### src/rtl/bus_initiator_0_pkg.sv
// Shared cache/bus definitions: address width, request encodings and the
// initiator FSM state encoding.
package bus_initiator_0_pkg;

  localparam int ADDRESSSIZE = 32;
  localparam int TIMER_W     = 8;

  typedef enum logic [1:0] {
    RD_MISS   = 2'b00,
    WR_MISS   = 2'b01,
    UPGRADE   = 2'b10,
    WRITEBACK = 2'b11
  } req_type_t;

  typedef enum logic [2:0] {
    ST_IDLE,
    ST_ARB,
    ST_ADDR,
    ST_WAIT,
    ST_WB,
    ST_DONE
  } state_t;

endpackage

### src/rtl/bus_initiator_0_if.sv
// Snoop-bus side of the initiator: arbitration, commands, address/data and
// the wired-OR responses from the other caches and memory.
interface bus_initiator_0_if #(
  parameter int ADDR_W = 32,
  parameter int DATA_W = 32
);
  logic              Bus_req;
  logic              Bus_grant;
  logic              BusRd;
  logic              BusRdX;
  logic              Invalidate;
  logic              Mem_wr;
  logic [ADDR_W-1:0] Address_Com;
  logic [DATA_W-1:0] Data_Com_out;
  logic              Data_Com_oe;
  logic [DATA_W-1:0] Data_Com_in;
  logic              Shared_in;
  logic              Flush_in;
  logic              Mem_ack;

  modport master (
    output Bus_req, BusRd, BusRdX, Invalidate, Mem_wr,
           Address_Com, Data_Com_out, Data_Com_oe,
    input  Bus_grant, Data_Com_in, Shared_in, Flush_in, Mem_ack
  );

  modport slave (
    input  Bus_req, BusRd, BusRdX, Invalidate, Mem_wr,
           Address_Com, Data_Com_out, Data_Com_oe,
    output Bus_grant, Data_Com_in, Shared_in, Flush_in, Mem_ack
  );
endinterface

### src/rtl/bus_initiator_0_timer.sv
// Watchdog for the data/ack phase: counts while enabled, flags expiry on the
// TIMEOUT-th waiting cycle.
module bus_txn_timer_0
  import bus_initiator_0_pkg::*;
#(
  parameter int TIMEOUT = 255
) (
  input  logic clk,
  input  logic rst,
  input  logic i_clr,
  input  logic i_en,
  output logic o_expired
);

  localparam logic [TIMER_W-1:0] LP_LAST = TIMER_W'(TIMEOUT - 1);

  logic [TIMER_W-1:0] r_count;

  always_ff @(posedge clk or posedge rst) begin
    if (rst) begin
      r_count <= '0;
    end else if (i_clr) begin
      r_count <= '0;
    end else if (i_en && !o_expired) begin
      r_count <= r_count + TIMER_W'(1);
    end
  end

  // Count value c is the (c+1)-th waiting cycle, so expiry is at TIMEOUT-1.
  assign o_expired = i_en && (r_count == LP_LAST);

endmodule

### src/rtl/bus_initiator_0.sv
// Snoop-bus transaction initiator for one L1 cache: arbitrates, issues
// BusRd/BusRdX/Invalidate/Mem_wr and returns fill data and the Shared result.
module bus_initiator_0
  import bus_initiator_0_pkg::*;
#(
  parameter int ADDR_W  = ADDRESSSIZE,
  parameter int DATA_W  = ADDRESSSIZE,
  parameter int TIMEOUT = 255
) (
  input  logic              clk,
  input  logic              rst,
  input  logic              Req_valid,
  input  logic [1:0]        Req_type,
  input  logic [ADDR_W-1:0] Req_addr,
  input  logic [DATA_W-1:0] Req_wb_data,
  output logic              Req_ready,
  output logic              Done,
  output logic              Error,
  output logic [DATA_W-1:0] Fill_data,
  output logic              Shared_result,
  bus_initiator_0_if.master bus
);

  state_t            r_state, w_next;
  req_type_t         r_type;
  logic [ADDR_W-1:0] r_addr;
  logic [DATA_W-1:0] r_wb_data;
  logic [DATA_W-1:0] r_fill;
  logic              r_shared;
  logic              r_err;

  logic              w_accept, w_fill, w_timeout, w_expired, w_waiting;
  logic              w_bus_req, w_rd, w_rdx, w_inv, w_mem_wr, w_oe;
  logic [ADDR_W-1:0] w_addr;
  logic [DATA_W-1:0] w_dout;

  assign w_waiting = (r_state == ST_WAIT) || (r_state == ST_WB);

  bus_txn_timer_0 #(.TIMEOUT(TIMEOUT)) u_timer (
    .clk       (clk),
    .rst       (rst),
    .i_clr     (!w_waiting),
    .i_en      (w_waiting),
    .o_expired (w_expired)
  );

  always_ff @(posedge clk or posedge rst) begin
    if (rst) r_state <= ST_IDLE;
    else     r_state <= w_next;
  end

  always_comb begin
    w_next    = r_state;
    w_accept  = 1'b0;
    w_fill    = 1'b0;
    w_timeout = 1'b0;
    w_bus_req = 1'b0;
    w_rd      = 1'b0;
    w_rdx     = 1'b0;
    w_inv     = 1'b0;
    w_mem_wr  = 1'b0;
    w_oe      = 1'b0;
    w_addr    = '0;
    w_dout    = '0;
    case (r_state)
      ST_IDLE: begin
        if (Req_valid) begin
          w_accept = 1'b1;
          w_next   = ST_ARB;
        end
      end
      ST_ARB: begin
        w_bus_req = 1'b1;
        if (bus.Bus_grant) w_next = ST_ADDR;
      end
      ST_ADDR: begin
        w_bus_req = 1'b1;
        w_addr    = r_addr;
        case (r_type)
          RD_MISS:   begin w_rd  = 1'b1; w_next = ST_WAIT; end
          WR_MISS:   begin w_rdx = 1'b1; w_next = ST_WAIT; end
          UPGRADE:   begin w_inv = 1'b1; w_next = ST_DONE; end
          WRITEBACK: begin
            w_mem_wr = 1'b1;
            w_oe     = 1'b1;
            w_dout   = r_wb_data;
            w_next   = ST_WB;
          end
          default:   w_next = ST_DONE;
        endcase
      end
      ST_WAIT: begin
        w_bus_req = 1'b1;
        w_addr    = r_addr;
        if (bus.Flush_in || bus.Mem_ack) begin
          w_fill = 1'b1;
          w_next = ST_DONE;
        end else if (w_expired) begin
          w_timeout = 1'b1;
          w_next    = ST_DONE;
        end
      end
      ST_WB: begin
        w_bus_req = 1'b1;
        w_addr    = r_addr;
        w_mem_wr  = 1'b1;
        w_oe      = 1'b1;
        w_dout    = r_wb_data;
        if (bus.Mem_ack) begin
          w_next = ST_DONE;
        end else if (w_expired) begin
          w_timeout = 1'b1;
          w_next    = ST_DONE;
        end
      end
      ST_DONE: w_next = ST_IDLE;
      default: w_next = ST_IDLE;
    endcase
  end

  always_ff @(posedge clk or posedge rst) begin
    if (rst) begin
      r_type    <= RD_MISS;
      r_addr    <= '0;
      r_wb_data <= '0;
      r_fill    <= '0;
      r_shared  <= 1'b0;
      r_err     <= 1'b0;
    end else begin
      if (w_accept) begin
        r_type    <= req_type_t'(Req_type);
        r_addr    <= Req_addr;
        r_wb_data <= Req_wb_data;
        r_shared  <= 1'b0;
        r_err     <= 1'b0;
      end
      if (r_state == ST_ADDR) r_shared <= bus.Shared_in;
      if (w_fill) begin
        r_fill <= bus.Data_Com_in;
        // An owner flushing on a read means another cache keeps a copy.
        if (bus.Flush_in && (r_type == RD_MISS)) r_shared <= 1'b1;
      end
      if (w_timeout) r_err <= 1'b1;
    end
  end

  assign Req_ready       = (r_state == ST_IDLE);
  assign Done            = (r_state == ST_DONE);
  assign Error           = Done && r_err;
  assign Shared_result   = Done && r_shared;
  assign Fill_data       = r_fill;

  assign bus.Bus_req      = w_bus_req;
  assign bus.BusRd        = w_rd;
  assign bus.BusRdX       = w_rdx;
  assign bus.Invalidate   = w_inv;
  assign bus.Mem_wr       = w_mem_wr;
  assign bus.Data_Com_oe  = w_oe;
  assign bus.Address_Com  = w_addr;
  assign bus.Data_Com_out = w_dout;

endmodule

### src/flat_wrapper.sv
// flat-port wrapper written by rule: the top's interface ports become plain ports
module bus_initiator_0_flat import bus_initiator_0_pkg::*;
#(
  parameter int ADDR_W  = ADDRESSSIZE,
  parameter int DATA_W  = ADDRESSSIZE,
  parameter int TIMEOUT = 255
)
  (clk, rst, Req_valid, Req_type, Req_addr, Req_wb_data, Req_ready, Done, Error, Fill_data, Shared_result, bus_Bus_req, bus_BusRd, bus_BusRdX, bus_Invalidate, bus_Mem_wr, bus_Address_Com, bus_Data_Com_out, bus_Data_Com_oe, bus_Bus_grant, bus_Data_Com_in, bus_Shared_in, bus_Flush_in, bus_Mem_ack);
  bus_initiator_0_if #(.ADDR_W(ADDR_W), .DATA_W(DATA_W)) bus_i ();
  input  logic clk;
  input  logic rst;
  input  logic Req_valid;
  input  logic [1:0] Req_type;
  input  logic [ADDR_W-1:0] Req_addr;
  input  logic [DATA_W-1:0] Req_wb_data;
  output logic Req_ready;
  output logic Done;
  output logic Error;
  output logic [DATA_W-1:0] Fill_data;
  output logic Shared_result;
  output wire logic [$bits(bus_i.Bus_req)-1:0] bus_Bus_req;
  output wire logic [$bits(bus_i.BusRd)-1:0] bus_BusRd;
  output wire logic [$bits(bus_i.BusRdX)-1:0] bus_BusRdX;
  output wire logic [$bits(bus_i.Invalidate)-1:0] bus_Invalidate;
  output wire logic [$bits(bus_i.Mem_wr)-1:0] bus_Mem_wr;
  output wire logic [$bits(bus_i.Address_Com)-1:0] bus_Address_Com;
  output wire logic [$bits(bus_i.Data_Com_out)-1:0] bus_Data_Com_out;
  output wire logic [$bits(bus_i.Data_Com_oe)-1:0] bus_Data_Com_oe;
  input wire logic [$bits(bus_i.Bus_grant)-1:0] bus_Bus_grant;
  input wire logic [$bits(bus_i.Data_Com_in)-1:0] bus_Data_Com_in;
  input wire logic [$bits(bus_i.Shared_in)-1:0] bus_Shared_in;
  input wire logic [$bits(bus_i.Flush_in)-1:0] bus_Flush_in;
  input wire logic [$bits(bus_i.Mem_ack)-1:0] bus_Mem_ack;
  assign bus_Bus_req = bus_i.Bus_req;
  assign bus_BusRd = bus_i.BusRd;
  assign bus_BusRdX = bus_i.BusRdX;
  assign bus_Invalidate = bus_i.Invalidate;
  assign bus_Mem_wr = bus_i.Mem_wr;
  assign bus_Address_Com = bus_i.Address_Com;
  assign bus_Data_Com_out = bus_i.Data_Com_out;
  assign bus_Data_Com_oe = bus_i.Data_Com_oe;
  assign bus_i.Bus_grant = bus_Bus_grant;
  assign bus_i.Data_Com_in = bus_Data_Com_in;
  assign bus_i.Shared_in = bus_Shared_in;
  assign bus_i.Flush_in = bus_Flush_in;
  assign bus_i.Mem_ack = bus_Mem_ack;
  bus_initiator_0 #(.ADDR_W(ADDR_W), .DATA_W(DATA_W), .TIMEOUT(TIMEOUT)) u_core (.clk(clk), .rst(rst), .Req_valid(Req_valid), .Req_type(Req_type), .Req_addr(Req_addr), .Req_wb_data(Req_wb_data), .Req_ready(Req_ready), .Done(Done), .Error(Error), .Fill_data(Fill_data), .Shared_result(Shared_result), .bus(bus_i));
endmodule
### config.mk
export PLATFORM = sky130hd
export DESIGN_NAME = bus_initiator_0_flat
export DESIGN_NICKNAME = d
export VERILOG_FILES = /design/src/rtl/bus_initiator_0_pkg.sv /design/src/rtl/bus_initiator_0_if.sv /design/src/rtl/bus_initiator_0_timer.sv /design/src/rtl/bus_initiator_0.sv /design/src/flat_wrapper.sv
export SDC_FILE = /design/constraint.sdc
export NUM_CORES = 1
export LEC_CHECK = 0
export ABC_AREA = 0
export CAP_MARGIN = 25
export CELL_PAD_IN_SITES_DETAIL_PLACEMENT = 0
export CELL_PAD_IN_SITES_GLOBAL_PLACEMENT = 2
export CORE_ASPECT_RATIO = 0.75
export CORE_MARGIN = 3
export CORE_UTILIZATION = 25
export DETAILED_ROUTE_END_ITERATION = 10
export GPL_ROUTABILITY_DRIVEN = 0
export PLACE_DENSITY_LB_ADDON = 0.1
export SYNTH_ARGS = -nofsm -noshare
export SYNTH_HDL_FRONTEND = slang
export SYNTH_HIERARCHICAL = 1
export SYNTH_SLANG_ARGS = --single-unit
export TNS_END_PERCENT = 50
### constraint.sdc
create_clock -name clk -period 6.8 [get_ports clk]
set_input_delay 1.36 -clock clk [delete_from_list [all_inputs] [get_ports clk]]
set_output_delay 1.36 -clock clk [all_outputs]
set_load 0.01 [all_outputs]
# Yosys cells after proc, flatten, opt, wreduce, memory -nomap -nowiden
# Index checks and enable logic that the tools add are counted.
# totals
word_cells	71
output_inout_bits	106
in_bits	105
reg_bits	111
# op_classes
eq_ne	12
muxes	35
n_addsub	1
reduce_logical	15
# ops
operator	n
32-bit 2-to-1 mux	2
32-bit one-hot mux with 2 select lines	1
1-bit 2-to-1 mux	21
8-bit 2-to-1 mux	2
3-bit 2-to-1 mux	5
3-bit one-hot mux with 5 select lines	1
3-bit one-hot mux with 3 select lines	1
8-bit by 1-bit adder with 8-bit output (second input constant)	1
8-bit equality test (second input constant)	1
3-bit by 2-bit equality test with 1-bit output (second input constant)	2
3-bit equality test (second input constant)	2
1-bit logical AND	5
2-bit equality test (second input constant)	2
2-bit inequality test (second input constant)	2
1-bit one-hot mux with 2 select lines	2
4-bit OR reduction	1
3-bit by 1-bit equality test with 1-bit output (second input constant)	1
3-bit logical NOT	1
3-bit OR reduction	1
2-bit by 1-bit equality test with 1-bit output (second input constant)	1
2-bit logical NOT	1
1-bit logical OR	2
2-bit by 1-bit inequality test with 1-bit output (second input constant)	1
2-bit AND reduction	1
other kinds (3)	3

# Logic depth before layout (Yosys ltp)
# Gate-level depths: netlist of run 1.
# depth
depth_word	7
ltp_mapped	7
ltp_nobuf	7

# Modules after synthesis
# The synthesis of run 1 kept the hierarchy.
# by_module_without_submodules
module	cells_each	seq_area_each_um2	instances	area_each_um2
bus_initiator_0	336	2577.5	1	4523.1
bus_txn_timer_0	50	200.2	1	499.2

# Worst setup path before layout of run 1
# No wires, ideal clock.
# synth_timing
path_kind	register to output
from	register u_core.r_state[2]
to	output port bus_Data_Com_out[11]
required_ns	5.440
arrival_time_ns	1.385
path_stages_with_launch	5
setup_slack_ns	4.055
n_path_buf	1
path_cell_list	dfrtp_1 > nand4b_1 > a21oi_1 > clkbuf_1 > and2_1
# synth_between
elab_chain_cells	2
elab_cells_between_ends	3
cone_classes	2 x eq/ne; 1 x mux
# synth_lines
item	line_no	rtl
from (decl)	bus_initiator_0.sv:24	state_t r_state, w_next;
from (signal assigned)	bus_initiator_0.sv:49	else r_state <= w_next;
3-bit equality test or 3-bit by 2-bit equality test with 1-bit output (tied branches)	bus_initiator_0.sv:65	case (r_state)
32-bit one-hot mux with 2 select lines (*)	bus_initiator_0.sv:65	
to (decl)	flat_wrapper.sv:27	output wire logic [$bits(bus_i.Data_Com_out)-1:0] bus_Data_Com_out;
# Mark *: on every way between the ends. The rest lies on a longest branch, timed or not.

# Worst setup path after layout of run 1
# layout_timing
from	register u_core.r_state[1]
to	output port bus_Data_Com_out[17]
# The elaborated chain is that of the path after synthesis.

==> impl_metrics.py, run 1 <==
metrics = {
    "route": {
        "wl_mm": 13.8,
        "first_pass_iters": 4,
        "routedWlPerCell_microns": 16.3,
        "route.detailed.vias_per_inst": 4.28,
        "drtIter0Drc": 178,
        "drc": 0,
        "ant_nets": 0,
        "vias": 3618,
    },
    "yosys": {
        "async_reset_ff_share_pct": 100,
        "yosysSeqAreaShare_pct": 55.3,
        "synth-edff-count": 0,
        "yosysWarnings": 6,
        "ys_seq_elements": 111,
        "synth_top_area_share_pct": 55.3,
        "ys_types": 43,
        "syn_avg_cell_area_sq_um": 13.0,
        "ys.flop_type": "dfrtp_1",
        "syn_inst": 386,
        "synth_fp_nets": 493,
        "syn_area_sq_mm": 0.00502,
        "ys_top_cells_by_area": "dfrtp_1 (55%), mux2_2 (22%), nor2b_1 (4.9%)",
        "synth_top_area_cell": "dfrtp_1",
    },
    "job": {
        "drv_cap": 0,
    },
    "floorplanning": {
        "fp.dieH_microns": 129,
        "start_util_pct": 25.7,
        "io_pins": 211,
        "die_area_sq_mm": 0.0218,
        "coreArea_sq_mm": 0.0195,
        "die_w_microns": 170,
        "placementRows": 44,
    },
    "timing": {
        "rsz0062_at_grt": "false",
        "fmax_ghz": 0.257,
        "fin_worst_skew_ns": 0.00540,
        "finalSetupTns_ns": 0,
        "min_period_ns": 3.89,
        "setup_violations": 0,
        "relSlewSlack_pct": 30.7,
        "tightest_slew_ns": 1.03,
        "hold_viol_final": 0,
        "slew_violations": 0,
        "fin_crit_sh_pct": 57.2,
    },
    "layout": {
        "antennaDiodeCount": 0,
        "final_common_cell": "clkdlybuf4s50_1",
        "layout-drive-gt1-share_pct": 21.8,
        "nNetsFinal": 695,
        "design_area_sq_mm": 0.00764,
        "layout_common_cells": "clkdlybuf4s50_1 (210), dfrtp_1 (111), mux2_2 (98)",
        "syn2layout_area_growth_pct": 52.1,
    },
    "clocking": {
        "cts_tree": "done",
        "numCtsBuffers": 9,
        "cts_num_sinks": 111,
        "clock_path_buffers": 2,
        "cts.clk_slew.worst_paths_ns": 0.07,
        "ctsHtreeMaxLevel": 3,
        "cts_setup_buffers": 0,
        "cts_hold_buf": 0,
        "cts-resized-gates": 0,
        "worstSkewPairLatency_ns": 0.35,
        "cts-root-buf": "clkbuf_16",
    },
    "grt": {
        "first_global_vias": 3831,
        "overflow": 0,
        "grt_pass1_wl_mm": 21.5,
        "track_usage_pct": 12.7,
        "grt_max_degree": 69,
        "antenna_found_initial": 0,
    },
    "place": {
        "portBuffers": 210,
        "place_area_sq_mm": 0.00734,
        "hpwl_mm": 9.80,
    },
    "pwr": {
        "p_leak_nw": 3.00,
        "p_per_area_mw_per_mm2": 389,
        "ir_drop_mv": 0.179,
    },
    "worst_setup_path": {
        "cp_cell_sequence": "nand2b_1, a21oi_2, buf_8, and2_1, clkdlybuf4s50_1",
        "worstSetupStartpointType": "register",
        "max_stage_delay_ns": 0.55,
        "end_kind": "primary output",
        "worstSetupPathType": "register to primary output",
        "worst_path_max_delay_cell": "clkdlybuf4s50_1",
        "crit_fanout": 25,
        "required_ns": 5.44,
        "arrival_ns": 2.53,
    },
    "min_path": {
        "hold_class": "register to register",
    },
    "run_status": {
        "run_status": "finished clean",
    },
}
-- final cells by class --
class	count	area (sq um)
Sequential cell	111	2780
Tap cell	253	317
Clock inverter	6	42.5
Multi-Input combinational cell	245	2100
Clock buffer	10	239
Fill cell	1888	11900
Timing Repair Buffer	214	2140
Inverter	7	28.8
-- cells in the mapped netlist, types with 2 or more instances --
cell type and count:
dfrtp_1 111, mux2_2 98, nor2b_1 39, and2_1 33, buf_2 10, a21oi_1 9
nor2_1 8, and3_1 7, buf_4 7, inv_1 7, nor3_1 5, a211oi_1 4
clkbuf_1 4, nand2_1 4, nand2b_1 4, nand3_1 3, o21ai_0 3, a311oi_1 2
ha_1 2, mux2_4 2, nor4_1 2
-- per-stage QoR --
step                instances  total power [mW]  util (%)  worst slack, ns  hold slack (ns)
finish                    846              2.98      39.1             2.91            0.499
CTS                       845              3.04      39.0             2.38            0.505
global placement          829              2.48      37.6             2.98            0.481
detailed placement        829              2.50      37.6             2.77            0.487
global route              846              3.20      39.1             2.65            0.514
floorplan                 386              1.85         -             2.74            0.472
-- layer usage --
metal,part of all wire (%),vias to the layer above,track usage (%)
li1,-,1741,-
met2,43,145,18.8
met3,12,8,7.00
met5,0,-,0
met1,44,1724,16.4
met4,1.0,0,3.17
-- power breakdown --
group | internal, mW | total (mW) | switching (mW)
Sequential | 0.970 | 1.15 | 0.181
Combinational | 0.811 | 1.31 | 0.501
Clock | 0.260 | 0.512 | 0.252
Total | 2.04 | 2.98 | 0.934
-- sequential cells by signal, indices dropped and copies added (netlist names) --
name / cells
u_core/r_type: 2
u_core/Fill_data: 32
u_core/r_err: 1
u_core/r_addr: 32
u_core/u_timer/r_count: 8
u_core/r_wb_data: 32
u_core/r_state: 3
u_core/r_shared: 1
-- kinds of logic after synthesis --
family | count (synthesis) | share of synthesized area, %
adders and majority gates | 2 | 0.498
buffers and inverters | 30 | 3.16
DFF | 111 | 55.3
AOI/OAI and AO/OA | 27 | 4.11
muxes | 100 | 22.6
and+or+nand+nor | 116 | 14.3
-- path summary, 6_finish.rpt --
check                                     start                        end  slack (ns)  cells past startpoint
max in group asynchronous                   rst            u_core/r_shared        4.09                      3
min in group asynchronous                   rst  u_core/u_timer/r_count[5]        1.37                      2
min reg2reg                u_core/r_wb_data[21]       u_core/r_wb_data[21]        0.50                      1
max reg2reg                   u_core/r_state[1]               u_core/r_err        4.29                      5
max                           u_core/r_state[1]       bus_Data_Com_out[17]        2.91                      5
min                        u_core/r_wb_data[21]       u_core/r_wb_data[21]        0.50                      1
-- worst max-delay path: cells and delay by family (launching register included) --
| family | cells | cell delay (ns) |
|---|---|---|
| AO/OA/AOI/OAI | 1 | 0.44 |
| flip-flops | 1 | 0.54 |
| AND/OR/NAND/NOR | 2 | 0.41 |
| buffers and inverters | 2 | 0.78 |
No activity file was read; power rests on OpenSTA's default activity.
==> run 2, diff against run 1 <==
- clock period: 6.8 -> 3.73 ns (I/O delays scaled with it)
==> run 2 against run 1 <==
Clock skew grew 0.0063 ns. Clock-buffer cell count grew 1. Sequential cell count did not move. Sequential power grew 83%. Die area did not move. Clock power increased by 95%. Non-clock buffer count is 2 higher. Register-to-register slack lost 3.0 ns.
==> impl_metrics.py, run 2 (synthesis gave the netlist of run 1 again) <==
metrics = {
    "layout": {
        "layout_common_cells": "clkdlybuf4s50_1 (210), dfrtp_1 (111), mux2_2 (98)",
        "final_cells": 848,
        "final_common_cell": "clkdlybuf4s50_1",
        "layout-drive-gt1-share_pct": 21.8,
        "fillCellCount": 1881,
        "antennaDiodeCount": 0,
        "fin_util_pct": 39.4,
        "nNetsFinal": 697,
        "syn2layout_area_growth_pct": 53.3,
    },
    "grt": {
        "overflow": 0,
        "grt_max_degree": 69,
        "antenna_found_initial": 0,
        "track_usage_pct": 12.8,
        "grt_pass1_wl_mm": 21.7,
        "first_global_vias": 3927,
    },
    "clocking": {
        "cts_num_sinks": 111,
        "worstSkewPairLatency_ns": 0.35,
        "ctsHtreeMaxLevel": 3,
        "cts_setup_buffers": 0,
        "cts-resized-gates": 0,
        "cts_tree": "done",
        "numCtsBuffers": 9,
        "clock_path_buffers": 2,
        "cts_hold_buf": 0,
        "cts.clk_slew.worst_paths_ns": 0.07,
        "cts-root-buf": "clkbuf_16",
    },
    "route": {
        "drc": 0,
        "route.detailed.vias_per_inst": 4.31,
        "routedWlPerCell_microns": 16.5,
        "first_pass_iters": 4,
        "vias": 3652,
        "drtIter0Drc": 112,
        "ant_nets": 0,
        "wl_mm": 14.0,
    },
    "pwr": {
        "cell_internal_pwr_mw": 3.80,
        "clkPwrFrac_pct": 18.3,
        "p_per_area_mw_per_mm2": 713,
        "switching_power_mw": 1.69,
        "power.total_mw": 5.49,
        "pwr-share-comb_pct": 43.4,
        "seqPwrFrac_pct": 38.3,
        "p_leak_nw": 3.03,
        "ir_drop_mv": 0.314,
        "p_sw_share_pct": 30.8,
    },
    "min_path": {
        "hold_depth": 1,
        "hold_end": "u_core/r_wb_data[6]",
        "worstHoldStart": "u_core/r_wb_data[6]",
        "hold_class": "register to register",
    },
    "floorplanning": {
        "die_area_sq_mm": 0.0218,
        "io_pins": 211,
        "die_w_microns": 170,
        "placementRows": 44,
        "fp.dieH_microns": 129,
        "coreArea_sq_mm": 0.0195,
        "start_util_pct": 25.7,
    },
    "worst_setup_path": {
        "arrival_ns": 2.38,
        "path_buf_inv": 2,
        "max_stage_delay_ns": 0.54,
        "r2r_setup_slack_ns": 1.26,
        "reg2regPathDepth": 6,
        "required_ns": 2.98,
        "end_kind": "primary output",
        "worst_path_max_delay_cell": "dfrtp_1",
        "critical-path-top-delay-family": "buffers and inverters",
        "worstSetupPathType": "register to primary output",
        "crit_fanout": 34,
        "cp_cell_sequence": "nand4b_1, a21oi_2, buf_4, and2_1, clkdlybuf4s50_1",
        "r2r_start": "u_core/r_state[1]",
        "r2r_end": "u_core/r_state[1]",
        "worstSetupStartpointType": "register",
    },
    "run_status": {
        "run_status": "finished clean",
    },
    "place": {
        "portBuffers": 210,
        "hpwl_mm": 10.0,
        "place_inst": 832,
    },
    "timing": {
        "slew_violations": 0,
        "fin_crit_sh_pct": 83.8,
        "rsz0062_at_grt": "false",
        "setup_violations": 0,
        "finalSetupTns_ns": 0,
        "hold_viol_final": 0,
        "tightest_slew_ns": 1.00,
        "fin_worst_skew_ns": 0.0117,
        "fmax_ghz": 0.320,
        "min_period_ns": 3.12,
        "relSlewSlack_pct": 32.6,
    },
    "job": {
        "drv_cap": 0,
    },
}
## run 2: cell count changes in the layout (fill, tap and decap cells not counted), sizes merged
| cell | change |
|---|---|
| buf | +2 |
| bufinv | +1 |
| clkbuf | +1 |
| clkinv | -1 |
| clkinvlp | -1 |
## run 2: layout make-up
class	count	area, sq um	area share (%)
clock buffers	11	243	3.15
clock inverters	5	63.8	0.829
inverters	7	28.8	0.374
multi-input cells	245	2100	27.2
flip-flops and latches	111	2780	36.1
well taps	253	317	4.11
repair buffers	216	2170	28.2
## run 2: how the worst max path moves through the flow
stage,to,startpoint,cells past startpoint
global placement,bus_Data_Com_out[12],u_core/r_state[2],5
global route,bus_Data_Com_out[8],u_core/r_state[2],5
CTS,bus_Data_Com_out[8],u_core/r_state[2],5
detailed placement,bus_Address_Com[27],u_core/r_state[0],5
finish,bus_Data_Com_out[12],u_core/r_state[2],5
floorplan,u_core/Fill_data[0],rst,1
## run 2: power by group through the flow
stage               Clock (mW)  Combinational (mW)  Sequential (mW)
floorplan                    0                1.28             2.09
global placement             0                2.41             2.12
global route              1.09                2.59             2.19
CTS                       1.05                2.44             2.11
finish                    1.00                2.38             2.10
detailed placement           0                2.43             2.12
## run 2: worst reg2reg max path: cells and delay by family, from the launching register on
kind / cells / cell delay (ns)
AO/OA/AOI/OAI: 3 / 1.04
AND/OR/NAND/NOR: 3 / 0.76
flip-flops: 1 / 0.54
## run 2: metal layers
layer	routed length, microns	vias up	track usage [%]
met5	0	-	0
met2	5970	136	19.1
li1	-	1749	-
met4	133	0	3.17
met1	6350	1757	16.5
met3	1510	10	6.42
## run 2: through the flow
| step | instance area, sq um | hold slack, ns | setup WS, ns |
|---|---|---|---|
| after floorplan | 5020 | 0.472 | 0.280 |
| after global placement | 7390 | 0.481 | 0.965 |
| after detailed placement | 7390 | 0.487 | 0.935 |
| after CTS | 7700 | 0.505 | 0.545 |
| after global routing | 7700 | 0.511 | 0.407 |
| final | 7700 | 0.499 | 0.605 |
==> run 3, diff against run 2 <==
- CORE_UTILIZATION: 25 -> 24
- clock period: 3.73 -> 2.7 ns (I/O delays scaled with it)
==> run 3 against run 2 <==
Global-route usage decreased by 0.20 points. Clock skew decreased by 0.0047 ns. Combinational power increased by 45%.
==> impl_metrics.py, run 3 (synthesis gave the netlist of run 1 again) <==
metrics = {
    "route": {
        "ant_nets": 0,
        "first_pass_iters": 4,
        "vias": 3675,
        "wl_mm": 14.1,
        "route.detailed.vias_per_inst": 4.17,
        "drtIter0Drc": 196,
        "drc": 0,
        "routedWlPerCell_microns": 16.0,
    },
    "clocking": {
        "ctsHtreeMaxLevel": 3,
        "cts_num_sinks": 111,
        "cts_tree": "done",
        "worstSkewPairLatency_ns": 0.35,
        "cts.clk_slew.worst_paths_ns": 0.08,
        "cts_setup_buffers": 0,
        "numCtsBuffers": 9,
        "clock_path_buffers": 2,
        "cts-root-buf": "clkbuf_16",
    },
    "floorplanning": {
        "fp.dieH_microns": 131,
        "coreArea_sq_mm": 0.0204,
        "die_w_microns": 173,
        "io_pins": 211,
        "start_util_pct": 24.6,
        "die_area_sq_mm": 0.0227,
        "placementRows": 45,
    },
    "pwr": {
        "p_per_area_mw_per_mm2": 972,
        "p_leak_nw": 3.63,
        "ir_drop_mv": 0.397,
    },
    "layout": {
        "final_common_cell": "clkdlybuf4s50_1",
        "final_cells": 882,
        "nNetsFinal": 702,
        "layout_common_cells": "clkdlybuf4s50_1 (178), dfrtp_1 (110), mux2_2 (98)",
        "syn2layout_area_growth_pct": 57.6,
        "antennaDiodeCount": 0,
        "layout-drive-gt1-share_pct": 23.3,
    },
    "grt": {
        "first_global_vias": 3914,
        "grt_pass1_wl_mm": 22.5,
        "track_usage_pct": 12.6,
        "grt_max_degree": 43,
        "overflow": 0,
        "antenna_found_initial": 0,
    },
    "worst_setup_path": {
        "arrival_ns": 2.04,
        "required_ns": 2.16,
        "crit_fanout": 32,
        "end_kind": "primary output",
        "worstSetupStartpointType": "register",
        "r2r_start": "u_core/u_timer/r_count[0]",
        "critPathLaunch": "u_core/r_state[1]",
        "worstSetupPathType": "register to primary output",
    },
    "place": {
        "portBuffers": 210,
        "place_inst": 866,
        "dp_slack_ns": 0.294,
        "hpwl_mm": 10.1,
    },
    "timing": {
        "relSlewSlack_pct": 57.1,
        "fin_crit_sh_pct": 95.4,
        "rsz0062_at_grt": "true",
        "hold_viol_final": 0,
        "fin_ws_ns": 0.125,
        "fmax_ghz": 0.388,
        "hold_ws_ns": 0.502,
        "tightest_slew_ns": 0.642,
        "slew_violations": 0,
        "setup_violations": 0,
        "fin_worst_skew_ns": 0.00700,
        "min_period_ns": 2.58,
    },
    "run_status": {
        "run_status": "finished clean",
    },
    "job": {
        "drv_cap": 0,
    },
    "min_path": {
        "hold_class": "register to register",
        "worstHoldStart": "u_core/r_addr[23]",
    },
}
## run 3: cell types whose count changed in the layout (fill, tap and decap cells not counted), moves of 2 or more
| cell | change |
|---|---|
| clkdlybuf4s50_1 | -32 |
| dlymetal6s2s_1 | +31 |
| buf_12 | +4 |
| buf_6 | +2 |
## run 3: final cells by class
| cell class | instances | area (sq um) |
|---|---|---|
| clock buffers | 9 | 225 |
| clock inverters | 7 | 80.1 |
| fillers | 1970 | 12500 |
| inverters | 7 | 30.0 |
| multi-input cells | 245 | 2100 |
| flip-flops and latches | 111 | 2780 |
| well taps | 282 | 353 |
| repair buffers | 221 | 2340 |
## run 3: per-stage QoR
| step | TNS (ns) | instance area (sq um) | power (mW) | util, % |
|---|---|---|---|---|
| detailed placement | 0 | 7510 | 6.41 | 36.9 |
| global route | -0.0109 | 7920 | 8.24 | 38.8 |
| global placement | 0 | 7510 | 6.37 | 36.9 |
| floorplan | 0 | 5030 | 4.66 | - |
| finish | 0 | 7920 | 7.69 | 38.8 |
| CTS | 0 | 7830 | 7.88 | 38.4 |
## run 3: repair_timing
item | 4_1_cts | 5_1_grt
pin swaps | 0 | 1
gates resized for setup | 4 | 34
endpoints found under the setup margin | 64 | 44
endpoints found under the hold margin | 0 | 0
hold buffers | 0 | 0
## run 3: power breakdown
group | total [mW] | internal [mW] | switching [mW]
clock network | 1.39 | 0.732 | 0.656
logic | 3.45 | 2.11 | 1.35
registers | 2.85 | 2.45 | 0.405
## run 3: path summary, 6_finish.rpt
check                                            end  slack [ns]  depth (start not counted)
min reg2reg                        u_core/r_addr[23]        0.50                          1
max in group asynchronous        u_core/Fill_data[9]        1.42                          3
max                              bus_Address_Com[13]        0.12                          5
max reg2reg                        u_core/r_state[0]        0.71                          6
min                                u_core/r_addr[23]        0.50                          1
min in group asynchronous  u_core/u_timer/r_count[5]        0.53                          2
## run 3: critical path: stages (launching register included)
cell	delay, ns
dfrtp_2	0.45
nor3b_2	0.22
nor2_2	0.05
buf_6	0.19
nor2b_1	0.19
clkdlybuf4s50_1	0.56
## run 3: layer usage
| layer | vias to the layer above | global-route usage, % | routed length, microns |
|---|---|---|---|
| met2 | 130 | 17.8 | 5960 |
| met1 | 1774 | 16.9 | 6610 |
| met3 | 12 | 6.12 | 1360 |
| met5 | - | 0 | 0 |
| li1 | 1759 | - | - |
| met4 | 0 | 3.74 | 193 |
